[config.mk]
export PLATFORM = sky130hd
export DESIGN_NAME = ser_meter
export DESIGN_NICKNAME = d
export VERILOG_FILES = /design/src/rtl/ser_meter.sv
export SDC_FILE = /design/constraint.sdc
export NUM_CORES = 1
export LEC_CHECK = 0
export CORE_ASPECT_RATIO = 2
export CORE_MARGIN = 1
export CORE_UTILIZATION = 55
export CTS_CLUSTER_DIAMETER = 120
export CTS_CLUSTER_SIZE = 16
export DETAILED_ROUTE_END_ITERATION = 8
export HOLD_SLACK_MARGIN = 0.03
export PLACE_DENSITY = 0.82
export SLEW_MARGIN = 20
export SYNTH_ARGS = -nofsm -noshare
export SYNTH_HDL_FRONTEND = slang
export SYNTH_SLANG_ARGS = --single-unit
[constraint.sdc]
create_clock -name sys_clk -period 4.9 [get_ports sys_clk]
set_input_delay 0.49 -clock sys_clk [delete_from_list [all_inputs] [get_ports sys_clk]]
set_output_delay 0.49 -clock sys_clk [all_outputs]
set_load 0.03 [all_outputs]
[src/rtl/ser_meter.sv]
// Symbol-error-rate meter: aligns the received symbol stream against a delayed
// copy of the reference stream, then counts symbol errors over a fixed window.
module ser_meter #(
    parameter int SYM_W       = 2,
    parameter int MAX_DELAY   = 16,
    parameter int DLY_W       = 4,
    parameter int ALIGN_LEN   = 32,
    parameter int WINDOW_LOG2 = 22,
    parameter int CNT_W       = 23
) (
    input  logic             sys_clk,
    input  logic             reset,
    input  logic             sym_clk_ena,
    input  logic             start,
    input  logic [SYM_W-1:0] ref_sym,
    input  logic [SYM_W-1:0] rx_sym,
    output logic             busy,
    output logic             done,
    output logic             locked,
    output logic [DLY_W-1:0] delay_sel,
    output logic [CNT_W-1:0] err_count,
    output logic [CNT_W-1:0] sym_count,
    output logic             sym_error
);

    localparam int FILL_W  = $clog2(MAX_DELAY) + 1;
    localparam int TRIAL_W = $clog2(ALIGN_LEN) + 1;

    localparam logic [FILL_W-1:0]  FILL_LAST  = FILL_W'(MAX_DELAY - 1);
    localparam logic [TRIAL_W-1:0] TRIAL_LAST = TRIAL_W'(ALIGN_LEN - 1);
    localparam logic [DLY_W-1:0]   DLY_LAST   = DLY_W'(MAX_DELAY - 1);
    localparam logic [CNT_W-1:0]   WIN_LAST   = CNT_W'((64'd1 << WINDOW_LOG2) - 64'd1);

    typedef enum logic [2:0] {
        IDLE,
        FILL,
        ALIGN,
        MEASURE,
        DONE
    } state_t;

    state_t               state;
    logic [FILL_W-1:0]    fill_cnt;
    logic [TRIAL_W-1:0]   trial_cnt;
    logic [SYM_W-1:0]     dline [1:MAX_DELAY-1];
    logic [SYM_W-1:0]     taps  [MAX_DELAY];
    logic                 mismatch;

    // tap 0 is the live reference symbol; deeper taps come from the shift register
    always_comb begin
        taps[0] = ref_sym;
        for (int d = 1; d < MAX_DELAY; d++) begin
            taps[d] = dline[d];
        end
        mismatch = (rx_sym != taps[delay_sel]);
    end

    assign busy = (state == FILL) || (state == ALIGN) || (state == MEASURE);
    assign done = (state == DONE);

    always_ff @(posedge sys_clk) begin
        if (reset) begin
            state     <= IDLE;
            fill_cnt  <= '0;
            trial_cnt <= '0;
            locked    <= 1'b0;
            delay_sel <= '0;
            err_count <= '0;
            sym_count <= '0;
            sym_error <= 1'b0;
            for (int d = 1; d < MAX_DELAY; d++) begin
                dline[d] <= '0;
            end
        end else begin
            sym_error <= 1'b0;

            // the delay line runs in every state so the taps are always history
            if (sym_clk_ena) begin
                dline[1] <= ref_sym;
                for (int d = 2; d < MAX_DELAY; d++) begin
                    dline[d] <= dline[d-1];
                end
            end

            case (state)
                IDLE, DONE: begin
                    if (start) begin
                        state     <= FILL;
                        fill_cnt  <= '0;
                        trial_cnt <= '0;
                        locked    <= 1'b0;
                        delay_sel <= '0;
                        err_count <= '0;
                        sym_count <= '0;
                    end
                end
                FILL: begin
                    if (sym_clk_ena) begin
                        if (fill_cnt == FILL_LAST) begin
                            state <= ALIGN;
                        end else begin
                            fill_cnt <= fill_cnt + FILL_W'(1);
                        end
                    end
                end
                ALIGN: begin
                    // a mismatching symbol ends the trial; the next symbol opens the new one
                    if (sym_clk_ena) begin
                        if (mismatch) begin
                            if (delay_sel == DLY_LAST) begin
                                state  <= DONE;
                                locked <= 1'b0;
                            end else begin
                                delay_sel <= delay_sel + DLY_W'(1);
                                trial_cnt <= '0;
                            end
                        end else if (trial_cnt == TRIAL_LAST) begin
                            locked <= 1'b1;
                            state  <= MEASURE;
                        end else begin
                            trial_cnt <= trial_cnt + TRIAL_W'(1);
                        end
                    end
                end
                MEASURE: begin
                    if (sym_clk_ena) begin
                        sym_count <= sym_count + CNT_W'(1);
                        err_count <= err_count + {{(CNT_W-1){1'b0}}, mismatch};
                        sym_error <= mismatch;
                        if (sym_count == WIN_LAST) begin
                            state <= DONE;
                        end
                    end
                end
                default: state <= IDLE;
            endcase
        end
    end

endmodule

# Yosys cells after proc, flatten, opt, wreduce, memory -nomap -nowiden
# Memory sizes are Yosys's and may differ from the RTL's.
# Cells that the tools add are included.
# classes
addsub,5
multipliers,0
div,0
order_cmp,1
n_eq_ne,22
shift,0
mux,59
bitwise,18
reduce_logical,14
# op_table
operator,n
$pmux W23 S2,2
$mux W23,3
$mux W2,17
$mux W6,5
$mux W3,9
$add A23 B1 Y23,1
$add A23 B1 Y23 const B,1
$eq A23 B22 Y1 const B,1
$mux W4,4
$mux W5,3
$or A1 B1 Y1,15
$reduce_and A5 Y1,3
$ne A2 B2 Y1 const B,7
$pmux W3 S4,1
$pmux W6 S2,1
$mux W1,10
$pmux W5 S2,1
$bmux W2 S4,1
$pmux W4 S2,1
$reduce_and A8 Y1,1
$add A6 B1 Y6 const B,1
$eq A3 B2 Y1 const B,2
$eq A6 B5 Y1 const B,1
$ne A3 B2 Y1 const B,2
20 further kinds,26
# totals
reg_bits,66
latch_bits,0
ramBits,30
mem_bits_ro,0
inputBits,8
wordCells,128
mem_count,1
# memory_table
memory,depth,width,read_ports,rd_ports_with_merged_regs,write_ports,line_no,text
dline,15,2,15,0,15,45,logic [SYM_W-1:0] dline [1:MAX_DELAY-1];

# Longest topological paths before layout
# Gate-level depths: netlist of the first run.
# depth
depth_word,8
depth_mapped,15
mapped_depth_nobuf,13

# Worst setup path before layout of the first run
# Ideal clock, no wire load.
# synth_timing
path_type,register to register
startpoint,register delay_sel[0]
endpoint,register err_count[16]
setup_ns,0.128
arrival_time_ns,3.084
path_slack_ns,1.689
stages_incl_launch_ff,15
path_buffers,1
synth_period_minus_slack_ns,3.211
path_cell_list,dfxtp_1 -> buf_6 -> mux4_1 -> mux2i_1 -> mux2i_2 -> xor2_2 -> a21oi_4 -> inv_2 -> ha_1 -> ha_1 -> nand4_1 -> nor2_1 -> nand4_1 -> xor2_1 -> nor2_1
# synth_via
elab_chain_cells,8
# synth_rtl
item,line_no,text
"start, declared",20,"output logic [DLY_W-1:0] delay_sel,"
"start signal, assigned",114,delay_sel <= delay_sel + DLY_W'(1);
$not A4 Y5 (not written as such),55,mismatch = (rx_sym != taps[delay_sel]);
$bmux W2 S4,55,
$mux W2 (not written as such) (2 in a row),55,
$ne A2 B2 Y1,55,
net mismatch,47,logic mismatch;
$add A23 B1 Y23,128,"err_count <= err_count + {{(CNT_W-1){1'b0}}, mismatch};"
$mux W23,126,if (sym_clk_ena) begin
$pmux W23 S2,85,case (state)
"end signal, assigned",128,
"end, declared",21,"output logic [CNT_W-1:0] err_count,"
# The timed path passes the listed nets, and every way through them passes these cells. The select of a mux whose other input is x is not followed.
# A chain may end at the register's enable or synchronous reset.

# Worst setup path in the final report of the first run
# Ends and elaborated chain as after synthesis.

==> flow_summary.yaml, run 1 <==
run_status:
  status: "complete, no violations"
cells_and_area:
  antenna_cells: 0
  drive_above_1_share: 0.0733
  syn2layout_area_growth_pct: 19.0
  layout.cells.non_filler: 646
  fin_nets: 557
  finish.utilization: 0.675
detailed_routing:
  ant_nets: 0
  routedWlPerCell_um: 16.6
  drt-initial-drc-count: 228
  dr.pass1.iters: 5
  via_per_inst: 5.86
  wirelength_um: 10700
  drc: 0
  num_vias: 3787
power_and_ir_drop:
  pwr-share-seq: 0.424
  switchingPower_w: 0.000654
  p_per_area_nw_per_um2: 373
  power_frac_comb: 0.204
  total_power_w: 0.00216
  swShare: 0.302
  p_int_w: 0.00151
  irDropWorstVdd_v: 0.000263
  p_clk_frac: 0.373
  leakagePower_nw: 2.04
cts:
  cts_root_buf: "clkbuf_16"
  hold_buffers: 0
  cts_setup_buffers: 0
  htreeDepth: 3
  clk_latency_ns: 0.35
  cts_tree: "built"
  clockBufferDepth: 2
  clkTransAtPathRegs_ns: 0.07
  clkSinkCount: 96
  cts_buffers: 9
  cts_resized: 0
logic_synthesis:
  yosysWarnings: 0
  ys_seq_area_frac: 0.456
  synthCells: 490
  synth-edff-count: 30
  synthesis.area_um2: 4870
  ys.flop_type: "dfxtp_1"
  synthTopCellsByArea: "dfxtp_1 27%, edfxtp_1 18%, xor2_1 5.4%"
  syn_avg_cell_area_um2: 9.94
  synthArstFlopShare: 0
  netlist.area_leader.share: 0.271
  synth_top_area_cell: "dfxtp_1"
  synth-seq-cells: 96
  syn-num-nets: 506
  synth_cell_types: 67
worst_setup_path:
  critPathSlowestCell: "dfxtp_1"
  endpoint_kind: "flip-flop"
  max_stage_delay_ns: 0.68
  r2r-start: "delay_sel[0]"
  critPathArrivalTime_ns: 4.05
  path_max_fanout: 14
  required_ns: 5.12
  crit_chain: "mux4_1, mux2i_1, mux2i_2, xor2_2, a21oi_4, inv_2, ha_1, ha_1, nand4_1, nor2_1, nand4_1, xor2_1, nor2_1"
  crit_type: "flip-flop to flip-flop"
  start_kind: "flip-flop"
  critPathLaunch: "delay_sel[0]"
die:
  start_util: 0.567
  coreArea_um2: 8590
  io-pin-count: 62
  dieWidth_um: 68.6
  die-area_um2: 9260
  die_h_um: 135
  fp-row-count: 48
placement:
  gp_congestion: 0.869
  hpwl_um: 7730
  place_inst: 630
  pre_cts_slack_ns: 1.03
  portBuffers: 61
timing:
  min_period_ns: 3.83
  maxSlewHeadroom: 0.340
  fin_setup_tns_ns: 0
  hold_viol: 0
  slew_violations: 0
  worst_clock_skew_ns: 0.00853
  worst_pin_slew_ns: 0.985
  fin_ws_ns: 1.07
  rsz0062_at_grt: "false"
  timing.final.crit_share: 0.782
  fmax_ghz: 0.261
  finalSetupViolCount: 0
grt:
  overflow: 0
  antenna_found_initial: 0
  grt_usage: 0.249
  grt_pass1_wl_um: 17000
  met2_usage: 0.450
  grt_pass1_vias: 3683
  grt_max_degree: 50
  met3_usage: 0.0600
  use_met1: 0.250
  grt_busiest_layer: "met2"
run:
  drv_cap: 0
min_path:
  hold_start: "trial_cnt[4]"
  hold_class: "flip-flop to flip-flop"
[path summary, 6_finish.rpt]
kind                         to  cells past startpoint  slack (ns)
setup / recovery  err_count[16]                     13        1.07
setup reg to reg  err_count[16]                     13        1.07
hold / removal     trial_cnt[4]                      2        0.49
hold reg to reg    trial_cnt[4]                      2        0.49
[power by group through the flow]
stage,Clock (W),Sequential (W),Combinational (W)
after floorplan,0,0.000913,0.000359
after global placement,0,0.000929,0.000430
after detailed placement,0,0.000933,0.000439
after CTS,0.000813,0.000916,0.000440
after global routing,0.000847,0.000924,0.000478
final,0.000807,0.000917,0.000440
[flip-flops by register name, summed over array words and instances (netlist names)]
| register | flops |
|---|---|
| fill_cnt | 5 |
| dline | 30 |
| sym_count | 23 |
| err_count | 23 |
| state | 3 |
| delay_sel | 4 |
| trial_cnt | 6 |
| locked | 1 |
| sym_error | 1 |
[cell type report]
type / count / area, µm²
clock buffer: 9 / 225
clock inverter: 7 / 116
fill: 672 / 2790
inverter: 12 / 45.0
multi-input combinational: 360 / 2440
sequential: 96 / 2220
tap: 100 / 125
timing repair buffer: 62 / 618
[cell usage after synthesis (all sizes together) (8+ instances only)]
cell / number
a21oi: 12
and2: 34
and3: 8
buf: 12
clkbuf: 10
dfxtp: 66
edfxtp: 30
ha: 8
inv: 12
mux2i: 17
nand2: 32
nand3: 17
nand4: 19
nor2: 67
nor3: 9
o21ai: 13
or3: 10
xnor2: 11
xor2: 31
[critical path: cells and delay by family (launching register included)]
family          cells  cell delay (ns)
fa+ha+maj           2             0.36
simple gates        4             0.91
buf+inv             1             0.13
compound gates      1             0.14
mux                 3             1.02
flops               1             0.68
xor+xnor            2             0.45
[layout by cell type (no fill, tap or decap), drive strengths merged, types with 3 or more instances in the layout]
master | synthesis | routed
nor2 | 67 | 67
dfxtp | 66 | 66
clkdlybuf4s50 | 0 | 61
and2 | 34 | 34
nand2 | 32 | 32
xor2 | 31 | 31
edfxtp | 30 | 30
nand4 | 19 | 19
mux2i | 17 | 17
nand3 | 17 | 17
inv | 12 | 15
o21ai | 13 | 13
a21oi | 12 | 12
xnor2 | 11 | 11
or3 | 10 | 10
nor3 | 9 | 9
clkbuf | 10 | 9
ha | 8 | 8
and3 | 8 | 8
and4 | 6 | 6
a31oi | 6 | 6
nor2b | 5 | 5
nor4 | 5 | 5
a211oi | 5 | 5
a22o | 4 | 4
mux4 | 4 | 4
or2 | 4 | 4
o21a | 3 | 3
bufinv | 0 | 3
nor3b | 3 | 3
[metrics by stage]
stage | cell area (µm²) | hold WS [ns]
5_1_grt | 5800 | 0.503
3_3_place_gp | 5450 | 0.465
4_1_cts | 5800 | 0.486
6_report | 5800 | 0.486
2_1_floorplan | 4870 | 0.450
3_5_place_dp | 5450 | 0.477
[layer usage]
| metal | wire length, µm | up-vias | part of all wire |
|---|---|---|---|
| met2 | 6040 | 90 | 0.56 |
| li1 | - | 1851 | - |
| met1 | 3980 | 1821 | 0.37 |
| met5 | 0 | - | 0 |
| met3 | 300 | 25 | 0.028 |
| met4 | 401 | 0 | 0.037 |
[kinds of logic after synthesis]
| kind of cell | share of synthesized area |
|---|---|
| adder cells (fa/ha/maj) | 0.0205 |
| XOR/XNOR | 0.0770 |
| flip-flops | 0.456 |
| buffers and inverters | 0.0424 |
| AO/OA/AOI/OAI | 0.106 |
| AND/OR/NAND/NOR | 0.241 |
| multiplexers | 0.0573 |
Note: power is estimated with default switching activity, not from simulation.
==> run 2: changes to the inputs <==
--- a/config.mk
+++ b/config.mk
@@ -7,12 +7,12 @@
 export LEC_CHECK = 0
 export CORE_ASPECT_RATIO = 2
 export CORE_MARGIN = 1
-export CORE_UTILIZATION = 55
+export CORE_UTILIZATION = 50
 export CTS_CLUSTER_DIAMETER = 120
 export CTS_CLUSTER_SIZE = 16
 export DETAILED_ROUTE_END_ITERATION = 8
 export HOLD_SLACK_MARGIN = 0.03
-export PLACE_DENSITY = 0.82
+export PLACE_DENSITY = 0.79
 export SLEW_MARGIN = 20
 export SYNTH_ARGS = -nofsm -noshare
 export SYNTH_HDL_FRONTEND = slang
==> constraint.sdc (replaced) <==
create_clock -name sys_clk -period 3.2 [get_ports sys_clk]
set_input_delay 0.32 -clock sys_clk [delete_from_list [all_inputs] [get_ports sys_clk]]
set_output_delay 0.32 -clock sys_clk [all_outputs]
set_load 0.03 [all_outputs]
==> flow_summary.yaml, run 2 (synthesis gave the netlist of run 1 again) <==
run_status:
  status: "complete, no violations"
worst_setup_path:
  endpoint_kind: "flip-flop"
  required_ns: 3.48
  max_stage_delay_ns: 0.57
  start_kind: "flip-flop"
  path_max_fanout: 8
  path_buf_inv: 2
  critPathArrivalTime_ns: 3.26
  crit_type: "flip-flop to flip-flop"
  cp_common_cell: "ha_1"
  critPathSlowestCell: "mux4_1"
  cpLargestDelayFamily: "multiplexers"
  crit_chain: "mux4_1, mux2i_1, mux2i_4, xor2_2, a21oi_4, inv_2, ha_1, ha_1, nand4_1, buf_4, or3_1, a21oi_1"
power_and_ir_drop:
  leakagePower_nw: 2.11
  p_int_w: 0.00231
  p_clk_frac: 0.354
  power_frac_comb: 0.225
  p_per_area_nw_per_um2: 560
  irDropWorstVdd_v: 0.000368
  pwr-share-seq: 0.422
  swShare: 0.303
  switchingPower_w: 0.00100
timing:
  slew_violations: 0
  worst_clock_skew_ns: 0.00701
  fmax_ghz: 0.335
  hold_viol: 0
  timing.final.crit_share: 0.933
  fin_setup_tns_ns: 0
  fin_ws_ns: 0.216
  hold_slack_ns: 0.489
  finalSetupViolCount: 0
  rsz0062_at_grt: "false"
  worst_pin_slew_ns: 0.684
  min_period_ns: 2.98
  maxSlewHeadroom: 0.541
cts:
  cts_setup_buffers: 0
  htreeDepth: 3
  clk_latency_ns: 0.35
  cts_root_buf: "clkbuf_16"
  clockBufferDepth: 2
  cts_tree: "built"
  clkTransAtPathRegs_ns: 0.06
  clkSinkCount: 96
  cts_buffers: 9
cells_and_area:
  seq_area_um2: 2230
  multi_input_area_um2: 2460
  top_regs: "dline (30), err_count (23), sym_count (23)"
  final_common_cell: "nor2_1"
  layout_common_cells: "67 x nor2_1, 65 x dfxtp_1, 61 x clkdlybuf4s50_1"
  largest_reg_flops: 30
  antenna_cells: 0
  top_register: "dline"
  fin_nets: 571
  fillCellCount: 785
  drive_above_1_share: 0.0966
  syn2layout_area_growth_pct: 21.5
run:
  drv_cap: 0
placement:
  portBuffers: 61
  pre_cts_slack_ns: 0.0281
  hpwl_um: 8070
  gp_congestion: 0.883
detailed_routing:
  ant_nets: 0
  dr.pass1.iters: 4
  drc: 0
  drt-initial-drc-count: 249
  routedWlPerCell_um: 16.5
  wirelength_um: 10900
  num_vias: 3921
  via_per_inst: 5.91
die:
  start_util: 0.519
  die_h_um: 142
  coreArea_um2: 9380
  die-area_um2: 10200
  dieWidth_um: 71.8
  io-pin-count: 62
  fp-row-count: 50
grt:
  grt_pass1_wl_um: 18200
  overflow: 0
  antenna_found_initial: 0
  grt_max_degree: 31
  grt_usage: 0.228
  grt_pass1_vias: 3926
min_path:
  hold_class: "flip-flop to flip-flop"
## run 2: cell count changes in the layout (fill, tap and decap cells not counted), moves of 2 or more
cell	previous run	this run
buf_4	1	15
bufinv_16	3	1
clkbuf_16	9	11
inv_4	2	0
mux2i_4	0	2
## run 2: what timing repair did
item / CTS / global route
endpoints found under the hold margin: 0 / 0
setup endpoints to repair: 0 / 6
gates resized for setup: 0 / 4
hold buffers: 0 / 0
## run 2: worst register-to-register path, cell delays in order, from the launching register on
cell     delay (ns)
dfxtp_4        0.40
mux4_1         0.57
mux2i_1        0.26
mux2i_4        0.14
xor2_2         0.29
a21oi_4        0.06
inv_2          0.11
ha_1           0.20
ha_1           0.15
nand4_1        0.12
buf_4          0.17
or3_1          0.30
a21oi_1        0.15
## run 2: routing by layer
metal,wire [µm],up-vias,global-route usage,part of all wire
met5,0,-,0,0
met4,343,0,0.116,0.031
met3,357,25,0.0384,0.033
li1,-,1889,-,-
met2,6100,97,0.428,0.56
met1,4110,1910,0.237,0.38
## run 2: power groups by stage
stage	logic [W]	registers (W)	clock network [W]
after global placement	0.000708	0.00141	0
after floorplan	0.000550	0.00140	0
after detailed placement	0.000724	0.00142	0
after CTS	0.000729	0.00139	0.00118
final	0.000744	0.00140	0.00117
after global routing	0.000797	0.00141	0.00123
## run 2: cell type report
type                    instances  share of cell area
repair buffers                 76               0.122
multi-input cells             360               0.416
inverters                      12             0.00761
flip-flops and latches         96               0.376
clock inverters                 1             0.00507
well taps                     104              0.0220
clock buffers                  14              0.0507
## run 2: per-stage QoR
step / util / total power [W] / cell area [µm²] / cells
after floorplan: - / 0.00195 / 4870 / 490
after global placement: 0.593 / 0.00212 / 5570 / 648
after detailed placement: 0.593 / 0.00214 / 5570 / 648
after CTS: 0.628 / 0.00331 / 5900 / 663
after global routing: 0.631 / 0.00344 / 5920 / 663
final: 0.631 / 0.00331 / 5920 / 663
## run 2: path summary, 6_finish.rpt
kind,startpoint,end,slack (ns),cells after the start
max,delay_sel[0],err_count[6],0.22,12
min,trial_cnt[4],trial_cnt[4],0.49,2
max reg2reg,delay_sel[0],err_count[6],0.22,12
min reg2reg,trial_cnt[4],trial_cnt[4],0.49,2
